<file path="config.mk">
export PLATFORM = sky130hd
export DESIGN_NAME = explosion_scheduler_flat
export DESIGN_NICKNAME = d
export VERILOG_FILES = /design/src/rtl/explosion_pkg.sv /design/src/rtl/explosion_scheduler_if.sv /design/src/rtl/explosion_slot.sv /design/src/rtl/explosion_scheduler.sv /design/src/flat_wrapper.sv
export SDC_FILE = /design/constraint.sdc
export NUM_CORES = 2
export LEC_CHECK = 0
export BUFFER_PORTS_ARGS = -buffer_cell sky130_fd_sc_hd__buf_2
export CORE_MARGIN = 5
export CORE_UTILIZATION = 34
export CTS_BUF_LIST = sky130_fd_sc_hd__clkbuf_8
export DETAILED_ROUTE_END_ITERATION = 10
export RECOVER_POWER = 100
export SLEW_MARGIN = 20
export SYNTH_ARGS = -nofsm -noshare
export SYNTH_HDL_FRONTEND = slang
export SYNTH_HIERARCHICAL = 1
export SYNTH_SLANG_ARGS = --single-unit
</file>
<file path="constraint.sdc">
create_clock -name frame_clk -period 13.8 [get_ports frame_clk]
set_clock_uncertainty 0.15 [all_clocks]
set_input_delay 1.38 -clock frame_clk [delete_from_list [all_inputs] [get_ports frame_clk]]
set_output_delay 1.38 -clock frame_clk [all_outputs]
set_load 0.05 [all_outputs]
</file>
<file path="src/rtl/explosion_pkg.sv">
// ---------------------------------------------------------------------------
// explosion_pkg
// Purpose : shared sizing constants, the per-slot state record and a small
//           helper for the explosion scheduler slice.
// Contents: NUM_REQ / NUM_SLOTS / ANIM_FRAMES / FRAME_HOLD / REQ_W and derived
//           widths, slot_t, req_wrap_inc().
// ---------------------------------------------------------------------------
package explosion_pkg;

  localparam int NUM_REQ     = 19;  // 12 grunts, 4 escorts, 3 flagships
  localparam int NUM_SLOTS   = 4;
  localparam int ANIM_FRAMES = 8;
  localparam int FRAME_HOLD  = 4;   // frame_clk edges spent on each frame
  localparam int REQ_W       = 5;

  localparam int POS_W   = 10;
  localparam int FRAME_W = $clog2(ANIM_FRAMES);
  localparam int HOLD_W  = $clog2(FRAME_HOLD);
  localparam int SLOT_W  = $clog2(NUM_SLOTS);

  typedef struct packed {
    logic               active;
    logic [POS_W-1:0]   x;
    logic [POS_W-1:0]   y;
    logic [FRAME_W-1:0] frame;
    logic [HOLD_W-1:0]  hold;
    logic [REQ_W-1:0]   owner;
  } slot_t;

  // Requester index + 1, wrapping at NUM_REQ (used for the round-robin pointer).
  function automatic logic [REQ_W-1:0] req_wrap_inc(input logic [REQ_W-1:0] idx);
    return (idx == REQ_W'(NUM_REQ - 1)) ? '0 : idx + REQ_W'(1);
  endfunction

endpackage

</file>
<file path="src/rtl/explosion_scheduler_if.sv">
// ---------------------------------------------------------------------------
// explosion_scheduler_if
// Purpose : bundles the kill-request bus from the enemy logic and the slot
//           status bus back to the sprite renderer / enemy logic.
// Signals : clear, kill_req[19], kill_x/kill_y[19][10]      (game -> scheduler)
//           slot_active[4], slot_x/slot_y[4][10], slot_frame[4][3],
//           slot_owner[4][5], exp_busy[19]                  (scheduler -> game)
// Modports: master = game side, slave = explosion_scheduler.
// ---------------------------------------------------------------------------
interface explosion_scheduler_if
  import explosion_pkg::*;
();

  logic                              clear;
  logic [NUM_REQ-1:0]                kill_req;
  logic [NUM_REQ-1:0][POS_W-1:0]     kill_x;
  logic [NUM_REQ-1:0][POS_W-1:0]     kill_y;

  logic [NUM_SLOTS-1:0]              slot_active;
  logic [NUM_SLOTS-1:0][POS_W-1:0]   slot_x;
  logic [NUM_SLOTS-1:0][POS_W-1:0]   slot_y;
  logic [NUM_SLOTS-1:0][FRAME_W-1:0] slot_frame;
  logic [NUM_SLOTS-1:0][REQ_W-1:0]   slot_owner;
  logic [NUM_REQ-1:0]                exp_busy;

  modport master (
    output clear, kill_req, kill_x, kill_y,
    input  slot_active, slot_x, slot_y, slot_frame, slot_owner, exp_busy
  );

  modport slave (
    input  clear, kill_req, kill_x, kill_y,
    output slot_active, slot_x, slot_y, slot_frame, slot_owner, exp_busy
  );

endinterface

</file>
<file path="src/rtl/explosion_slot.sv">
// ---------------------------------------------------------------------------
// explosion_slot
// Purpose : one explosion animation slot. A load starts the animation at
//           frame 0; each frame is held FRAME_HOLD edges; after the last hold
//           of the last frame the slot frees itself.
// Ports   : frame_clk, Reset (async, active-high)
//           i_clear            flush the slot
//           i_load             start an explosion (only asserted while free)
//           i_x, i_y, i_owner  values captured on load
//           o_active, o_x, o_y, o_frame, o_owner  registered slot state
// ---------------------------------------------------------------------------
module explosion_slot
  import explosion_pkg::*;
(
  input  logic               frame_clk,
  input  logic               Reset,
  input  logic               i_clear,
  input  logic               i_load,
  input  logic [POS_W-1:0]   i_x,
  input  logic [POS_W-1:0]   i_y,
  input  logic [REQ_W-1:0]   i_owner,
  output logic               o_active,
  output logic [POS_W-1:0]   o_x,
  output logic [POS_W-1:0]   o_y,
  output logic [FRAME_W-1:0] o_frame,
  output logic [REQ_W-1:0]   o_owner
);

  slot_t r_slot;
  logic  w_last_hold;
  logic  w_last_frame;

  assign w_last_hold  = (r_slot.hold  == HOLD_W'(FRAME_HOLD - 1));
  assign w_last_frame = (r_slot.frame == FRAME_W'(ANIM_FRAMES - 1));

  // Every field returns to zero when the slot frees, so the outputs of an
  // idle slot read 0 without any output masking.
  always_ff @(posedge frame_clk or posedge Reset) begin
    if (Reset) begin
      r_slot <= '0;
    end else if (i_clear) begin
      r_slot <= '0;
    end else if (i_load) begin
      r_slot.active <= 1'b1;
      r_slot.x      <= i_x;
      r_slot.y      <= i_y;
      r_slot.frame  <= '0;
      r_slot.hold   <= '0;
      r_slot.owner  <= i_owner;
    end else if (r_slot.active) begin
      if (w_last_hold && w_last_frame) begin
        r_slot <= '0;
      end else if (w_last_hold) begin
        r_slot.hold  <= '0;
        r_slot.frame <= r_slot.frame + FRAME_W'(1);
      end else begin
        r_slot.hold  <= r_slot.hold + HOLD_W'(1);
      end
    end
  end

  assign o_active = r_slot.active;
  assign o_x      = r_slot.x;
  assign o_y      = r_slot.y;
  assign o_frame  = r_slot.frame;
  assign o_owner  = r_slot.owner;

endmodule

</file>
<file path="src/rtl/explosion_scheduler.sv">
// ---------------------------------------------------------------------------
// explosion_scheduler
// Purpose : queues explosion requests from 19 enemies and hands them, one per
//           frame, round-robin, to the lowest free of 4 animation slots.
// Ports   : frame_clk  one rising edge per video frame
//           Reset      asynchronous, active-high
//           bus        explosion_scheduler_if.slave (kill requests in, slot
//                      status and per-requester busy out)
// ---------------------------------------------------------------------------
module explosion_scheduler
  import explosion_pkg::*;
(
  input  logic                   frame_clk,
  input  logic                   Reset,
  explosion_scheduler_if.slave   bus
);

  logic [REQ_W-1:0]                  r_rr;

  logic [NUM_REQ-1:0]                w_pending;
  logic [NUM_REQ-1:0][POS_W-1:0]     w_lat_x;
  logic [NUM_REQ-1:0][POS_W-1:0]     w_lat_y;

  logic [NUM_SLOTS-1:0]              w_slot_active;
  logic [NUM_SLOTS-1:0][POS_W-1:0]   w_slot_x;
  logic [NUM_SLOTS-1:0][POS_W-1:0]   w_slot_y;
  logic [NUM_SLOTS-1:0][FRAME_W-1:0] w_slot_frame;
  logic [NUM_SLOTS-1:0][REQ_W-1:0]   w_slot_owner;
  logic [NUM_SLOTS-1:0]              w_load;
  logic [NUM_REQ-1:0]                w_busy;

  logic                              w_req_found;
  logic [REQ_W-1:0]                  w_req_idx;
  logic [REQ_W:0]                    w_rr_sum;
  logic                              w_free_found;
  logic [SLOT_W-1:0]                 w_free_idx;
  logic                              w_grant;

  // Round-robin search: first pending requester at or after r_rr.
  always_comb begin
    w_req_found = 1'b0;
    w_req_idx   = '0;
    w_rr_sum    = '0;
    for (int k = 0; k < NUM_REQ; k++) begin
      w_rr_sum = {1'b0, r_rr} + (REQ_W+1)'(k);
      if (w_rr_sum >= (REQ_W+1)'(NUM_REQ)) begin
        w_rr_sum = w_rr_sum - (REQ_W+1)'(NUM_REQ);
      end
      if (!w_req_found && w_pending[w_rr_sum[REQ_W-1:0]]) begin
        w_req_found = 1'b1;
        w_req_idx   = w_rr_sum[REQ_W-1:0];
      end
    end
  end

  // Lowest free slot, judged from registered state: a slot freeing on this
  // edge is not yet visible as free, so it is only reused one edge later.
  always_comb begin
    w_free_found = 1'b0;
    w_free_idx   = '0;
    for (int s = NUM_SLOTS - 1; s >= 0; s--) begin
      if (!w_slot_active[s]) begin
        w_free_found = 1'b1;
        w_free_idx   = SLOT_W'(s);
      end
    end
  end

  // clear suppresses the grant so the slots and pending bits flush together.
  assign w_grant = w_req_found && w_free_found && !bus.clear;

  always_ff @(posedge frame_clk or posedge Reset) begin
    if (Reset) begin
      r_rr <= '0;
    end else if (bus.clear) begin
      r_rr <= '0;
    end else if (w_grant) begin
      r_rr <= req_wrap_inc(w_req_idx);
    end
  end

  // Per-requester pending bit and coordinate latch.
  for (genvar gi = 0; gi < NUM_REQ; gi++) begin : g_req
    logic             r_pending;
    logic [POS_W-1:0] r_lat_x;
    logic [POS_W-1:0] r_lat_y;
    logic             w_granted;
    logic             w_owned;

    assign w_granted = w_grant && (w_req_idx == REQ_W'(gi));

    // A kill while pending is dropped, except on the edge this requester is
    // granted: the slot takes the old latch and the new kill re-arms pending.
    always_ff @(posedge frame_clk or posedge Reset) begin
      if (Reset) begin
        r_pending <= 1'b0;
        r_lat_x   <= '0;
        r_lat_y   <= '0;
      end else if (bus.clear) begin
        r_pending <= 1'b0;
      end else if (bus.kill_req[gi] && (!r_pending || w_granted)) begin
        r_pending <= 1'b1;
        r_lat_x   <= bus.kill_x[gi];
        r_lat_y   <= bus.kill_y[gi];
      end else if (w_granted) begin
        r_pending <= 1'b0;
      end
    end

    always_comb begin
      w_owned = 1'b0;
      for (int s = 0; s < NUM_SLOTS; s++) begin
        if (w_slot_active[s] && (w_slot_owner[s] == REQ_W'(gi))) begin
          w_owned = 1'b1;
        end
      end
    end

    assign w_pending[gi] = r_pending;
    assign w_lat_x[gi]   = r_lat_x;
    assign w_lat_y[gi]   = r_lat_y;
    assign w_busy[gi]    = r_pending | w_owned;
  end

  for (genvar gi = 0; gi < NUM_SLOTS; gi++) begin : g_slot
    assign w_load[gi] = w_grant && (w_free_idx == SLOT_W'(gi));

    explosion_slot u_slot (
      .frame_clk (frame_clk),
      .Reset     (Reset),
      .i_clear   (bus.clear),
      .i_load    (w_load[gi]),
      .i_x       (w_lat_x[w_req_idx]),
      .i_y       (w_lat_y[w_req_idx]),
      .i_owner   (w_req_idx),
      .o_active  (w_slot_active[gi]),
      .o_x       (w_slot_x[gi]),
      .o_y       (w_slot_y[gi]),
      .o_frame   (w_slot_frame[gi]),
      .o_owner   (w_slot_owner[gi])
    );
  end

  assign bus.slot_active = w_slot_active;
  assign bus.slot_x      = w_slot_x;
  assign bus.slot_y      = w_slot_y;
  assign bus.slot_frame  = w_slot_frame;
  assign bus.slot_owner  = w_slot_owner;
  assign bus.exp_busy    = w_busy;

endmodule

</file>
<file path="src/flat_wrapper.sv">
// flat-port wrapper written by rule: the top's interface ports become plain ports
module explosion_scheduler_flat import explosion_pkg::*;
  (frame_clk, Reset, bus_clear, bus_kill_req, bus_kill_x, bus_kill_y, bus_slot_active, bus_slot_x, bus_slot_y, bus_slot_frame, bus_slot_owner, bus_exp_busy);
  explosion_scheduler_if bus_i ();
  input  logic frame_clk;
  input  logic Reset;
  input wire logic [$bits(bus_i.clear)-1:0] bus_clear;
  input wire logic [$bits(bus_i.kill_req)-1:0] bus_kill_req;
  input wire logic [$bits(bus_i.kill_x)-1:0] bus_kill_x;
  input wire logic [$bits(bus_i.kill_y)-1:0] bus_kill_y;
  output wire logic [$bits(bus_i.slot_active)-1:0] bus_slot_active;
  output wire logic [$bits(bus_i.slot_x)-1:0] bus_slot_x;
  output wire logic [$bits(bus_i.slot_y)-1:0] bus_slot_y;
  output wire logic [$bits(bus_i.slot_frame)-1:0] bus_slot_frame;
  output wire logic [$bits(bus_i.slot_owner)-1:0] bus_slot_owner;
  output wire logic [$bits(bus_i.exp_busy)-1:0] bus_exp_busy;
  assign bus_i.clear = bus_clear;
  assign bus_i.kill_req = bus_kill_req;
  assign bus_i.kill_x = bus_kill_x;
  assign bus_i.kill_y = bus_kill_y;
  assign bus_slot_active = bus_i.slot_active;
  assign bus_slot_x = bus_i.slot_x;
  assign bus_slot_y = bus_i.slot_y;
  assign bus_slot_frame = bus_i.slot_frame;
  assign bus_slot_owner = bus_i.slot_owner;
  assign bus_exp_busy = bus_i.exp_busy;
  explosion_scheduler u_core (.frame_clk(frame_clk), .Reset(Reset), .bus(bus_i));
endmodule
</file>
==> out/metrics.csv <==
stage,metric,value,unit
synth,synth-xor-area-share,1.69,%
cells_and_area,syn2layout_area_growth,10.6,%
synth,synth_top_area_share,33.7,%
outcome,violations,"max-capacitance violations, max-slew violations",
cts,htreeDepth,3,
critical_path,cp_slowest_cell,clkbuf_1,
critical_path,rrSetupSlack,2.13,ns
outcome,outcome,"complete, but fails checks",
synth,ys_ff_latch,528,
synth,netlist_top_cells_area,"dfrtp_1 (34%), mux2_1 (7.6%), nand2_1 (3.8%), mux2_4 (3.8%), mux2i_1 (2.9%)",
detailed_routing,drc,0,
synth,ys.flop_type,dfrtp_1,
floorplan,rows,124,
sta,setup-violations-final,0,
sta,rsz0062_at_grt,no,
sta,finalCritPeriodShare,84.6,%
detailed_routing,routedWlPerCell,30.1,um
critical_path,endpoint,u_core/g_req[13].r_lat_x[3]$_DFFE_PP0P_,
critical_path,cpPeakStageDelay,1.43,ns
global_routing,top_usage_layer,met2,
detailed_routing,drt_wl_total,179000,um
cells_and_area,postLayoutCellArea,43300,um2
synth,yosys-top-cells-count,"dfrtp_1 (528), nand2_1 (401), mux2_1 (263)",
min_path,hold_depth,1,
floorplan,initial_core_util,34.2,%
critical_path,critPathLaunchType,flop,
floorplan,coreArea,115000,um2
floorplan,fp.dieW,350,um
synth,synth-edff-count,0,
critical_path,required,14.20,ns
detailed_routing,first_pass_iters,6,
placement,port_buffers,536,
min_path,hp-class,flop to flop,
global_routing,antenna_found_initial,65,
global_routing,grt_max_degree,150,
placement,gp_congestion,1.07,
cells_and_area,drive_above_1_share,22.5,%
global_routing,overflow,0,
floorplan,num_io_pins,537,
critical_path,r2r_end,u_core/g_req[13].r_lat_x[3]$_DFFE_PP0P_,
detailed_routing,avgViaCountPerCell,6.25,
detailed_routing,vias,37100,
cells_and_area,layout.nets,4766,
global_routing,grt_pass1_wl,256000,um
critical_path,cp-end-kind,flop,
sta,tightestPinTransition,5.16,ns
floorplan,die_y,350,um
global_routing,grt_pass1_vias,35900,
critical_path,path_buf_inv,4,
global_routing,grt_util_all_layers,28.0,%
placement,dp_hpwl,132000,um
synth,synth_fa_ha_area_share,1.28,%
placement,placed_area,42100,um2
synth,synth_cell_types,140,
cts,clock_sinks,528,
global_routing,met3_usage,7.21,%
critical_path,crit_start,u_core/r_rr[3]$_DFFE_PP0P_,
synth,yosys.area_share.simple,14.5,%
synth,synth_compound_area_share,24.5,%
synth,synth_most_common_cell,dfrtp_1,
critical_path,criticalPathCategory,flop to flop,
synth,syn-num-nets,4470,
cts,clk_latency,0.71,ns
cells_and_area,fillers,11800,
critical_path,worst_path_most_repeated_cell,clkbuf_1,
synth,synth_area,39200,um2
cts,ctsResizeCount,0,
critical_path,path_delay_family,compound AO/OA/AOI/OAI gates,
cts,numCtsBuffers,84,
synth,avgSynthCellArea,9.73,um2
critical_path,path_max_fanout,28,
synth,yosysWarningCount,6,
cts,cts_tree,built,
synth,async_flop_share,100,%
synth,synth_top_area_cell,dfrtp_1,
sta,fmax,85.7,MHz
floorplan,die_area,122000,um2
sta,max_slew_margin,-244,%
critical_path,worstPathArrival,12.07,ns
sta,setup_tns,0,ns
critical_path,path_cells,"buf_4, clkbuf_1, ha_1, a21oi_1, xnor2_1, o31a_1, o21ai_0, and2_0, a2111oi_0, o211ai_1, and3_1, and4_1, nand2_1, nor2_1, a22oi_1, nand2b_1, clkbuf_1, o41ai_1, nand3b_1, clkbuf_1, mux2_1",
detailed_routing,drt-initial-drc-count,4459,
global_routing,use_met1,35.1,%
global_routing,grtUsageMet2,43.6,%
cts,cts_hold_buf,0,
critical_path,rr_startpoint,u_core/r_rr[3]$_DFFE_PP0P_,
flow_run,maxCapViolCount,10,
synth,synth_top_family_by_area,compound AO/OA/AOI/OAI gates,
cts,cts_root_buf,clkbuf_8,
sta,finalHoldViolations,0,
sta,period_needed,11.67,ns
synth,muxShareOfSynthArea,16.8,%
cts,post_cts_buffers,0,
critical_path,path_depth,21,
cts,cts.clk_slew.worst_paths,0.07,ns
synth,ys_seq_area_share,33.7,%
synth,synthCells,4028,
cts,cts_buffer_depth,3,
detailed_routing,ant_nets,0,
critical_path,r2r_cells,21,
sta,final_max_slew_viol_count,436,
[area by class of cell]
cell class | instances | area [um2] | share of cell area (%)
inverter | 74 | 279 | 0.644
timing repair buffer | 651 | 3320 | 7.66
antenna | 40 | 100 | 0.231
sequential | 528 | 13200 | 30.5
multi-input combinational | 2985 | 22700 | 52.3
clock inverter | 33 | 262 | 0.603
clock buffer | 115 | 1580 | 3.65
tap | 1512 | 1890 | 4.36
[cell families after synthesis]
family,count (synthesis)
buffers and inverters,515
AND/OR/NAND/NOR,1124
multiplexers,547
XOR/XNOR,59
flip-flops,528
adder cells (fa/ha/maj),40
AO/OA/AOI/OAI,1215
[per-layer routing]
| metal | part of all wire, % | vias up |
|---|---|---|
| li1 | - | 15800 |
| met1 | 39 | 18400 |
| met2 | 45 | 2219 |
| met3 | 9.6 | 551 |
| met4 | 6.5 | 40 |
| met5 | 0.16 | - |
[worst min-delay path by stage]
stage | from | to | slack, ns
after floorplan | u_core/g_req[17].r_lat_x[0]$_DFFE_PP0P_ | u_core/g_req[17].r_lat_x[0]$_DFFE_PP0P_ | 0.30
after global placement | u_core/g_req[17].r_lat_y[4]$_DFFE_PP0P_ | u_core/g_req[17].r_lat_y[4]$_DFFE_PP0P_ | 0.31
after detailed placement | u_core/g_req[17].r_lat_x[5]$_DFFE_PP0P_ | u_core/g_req[17].r_lat_x[5]$_DFFE_PP0P_ | 0.32
after CTS | u_core/g_req[17].r_lat_x[8]$_DFFE_PP0P_ | u_core/g_req[17].r_lat_x[8]$_DFFE_PP0P_ | 0.33
after global routing | u_core/g_req[13].r_lat_x[8]$_DFFE_PP0P_ | u_core/g_req[13].r_lat_x[8]$_DFFE_PP0P_ | 0.34
final | u_core/g_req[17].r_lat_x[2]$_DFFE_PP0P_ | u_core/g_req[17].r_lat_x[2]$_DFFE_PP0P_ | 0.33
[metrics by stage]
stage | util, % | instances | worst slack (ns) | hold WS (ns)
5_1_grt | 37.8 | 5924 | 1.67 | 0.343
3_5_place_dp | 36.8 | 5750 | 4.25 | 0.318
4_1_cts | 38.4 | 5898 | 4.14 | 0.332
2_1_floorplan | - | 4028 | 1.03 | 0.302
6_report | 37.9 | 5938 | 2.13 | 0.330
3_3_place_gp | 36.8 | 5750 | 4.14 | 0.311
[state kept, by name (all words and copies together), names as in the netlist]
register / count
u_core/g_slot.u_slot/o_frame: 12
u_core/g_req.r_lat_y: 190
u_core/g_slot.u_slot/o_x: 40
u_core/g_req.r_pending: 19
u_core/g_slot.u_slot/o_y: 40
u_core/r_rr: 5
u_core/g_slot.u_slot/o_active: 4
u_core/g_slot.u_slot/r_slot: 8
u_core/g_slot.u_slot/o_owner: 20
u_core/g_req.r_lat_x: 190
[layout by cell type, fill, tap and decap left out, types with 83 or more instances in the layout]
master and instances:
nand2_1 401, mux2_1 339, a21oi_1 161, dfrtp_1 524, buf_2 400, nor2_1 176
clkbuf_1 154, mux2i_1 113, o21ai_0 125, clkbuf_8 115, nor3_1 86, nand3_1 83
buf_4 96
Power is not shown: default switching activity piles up to over one toggle a cycle in this logic, so the estimate is an artifact.
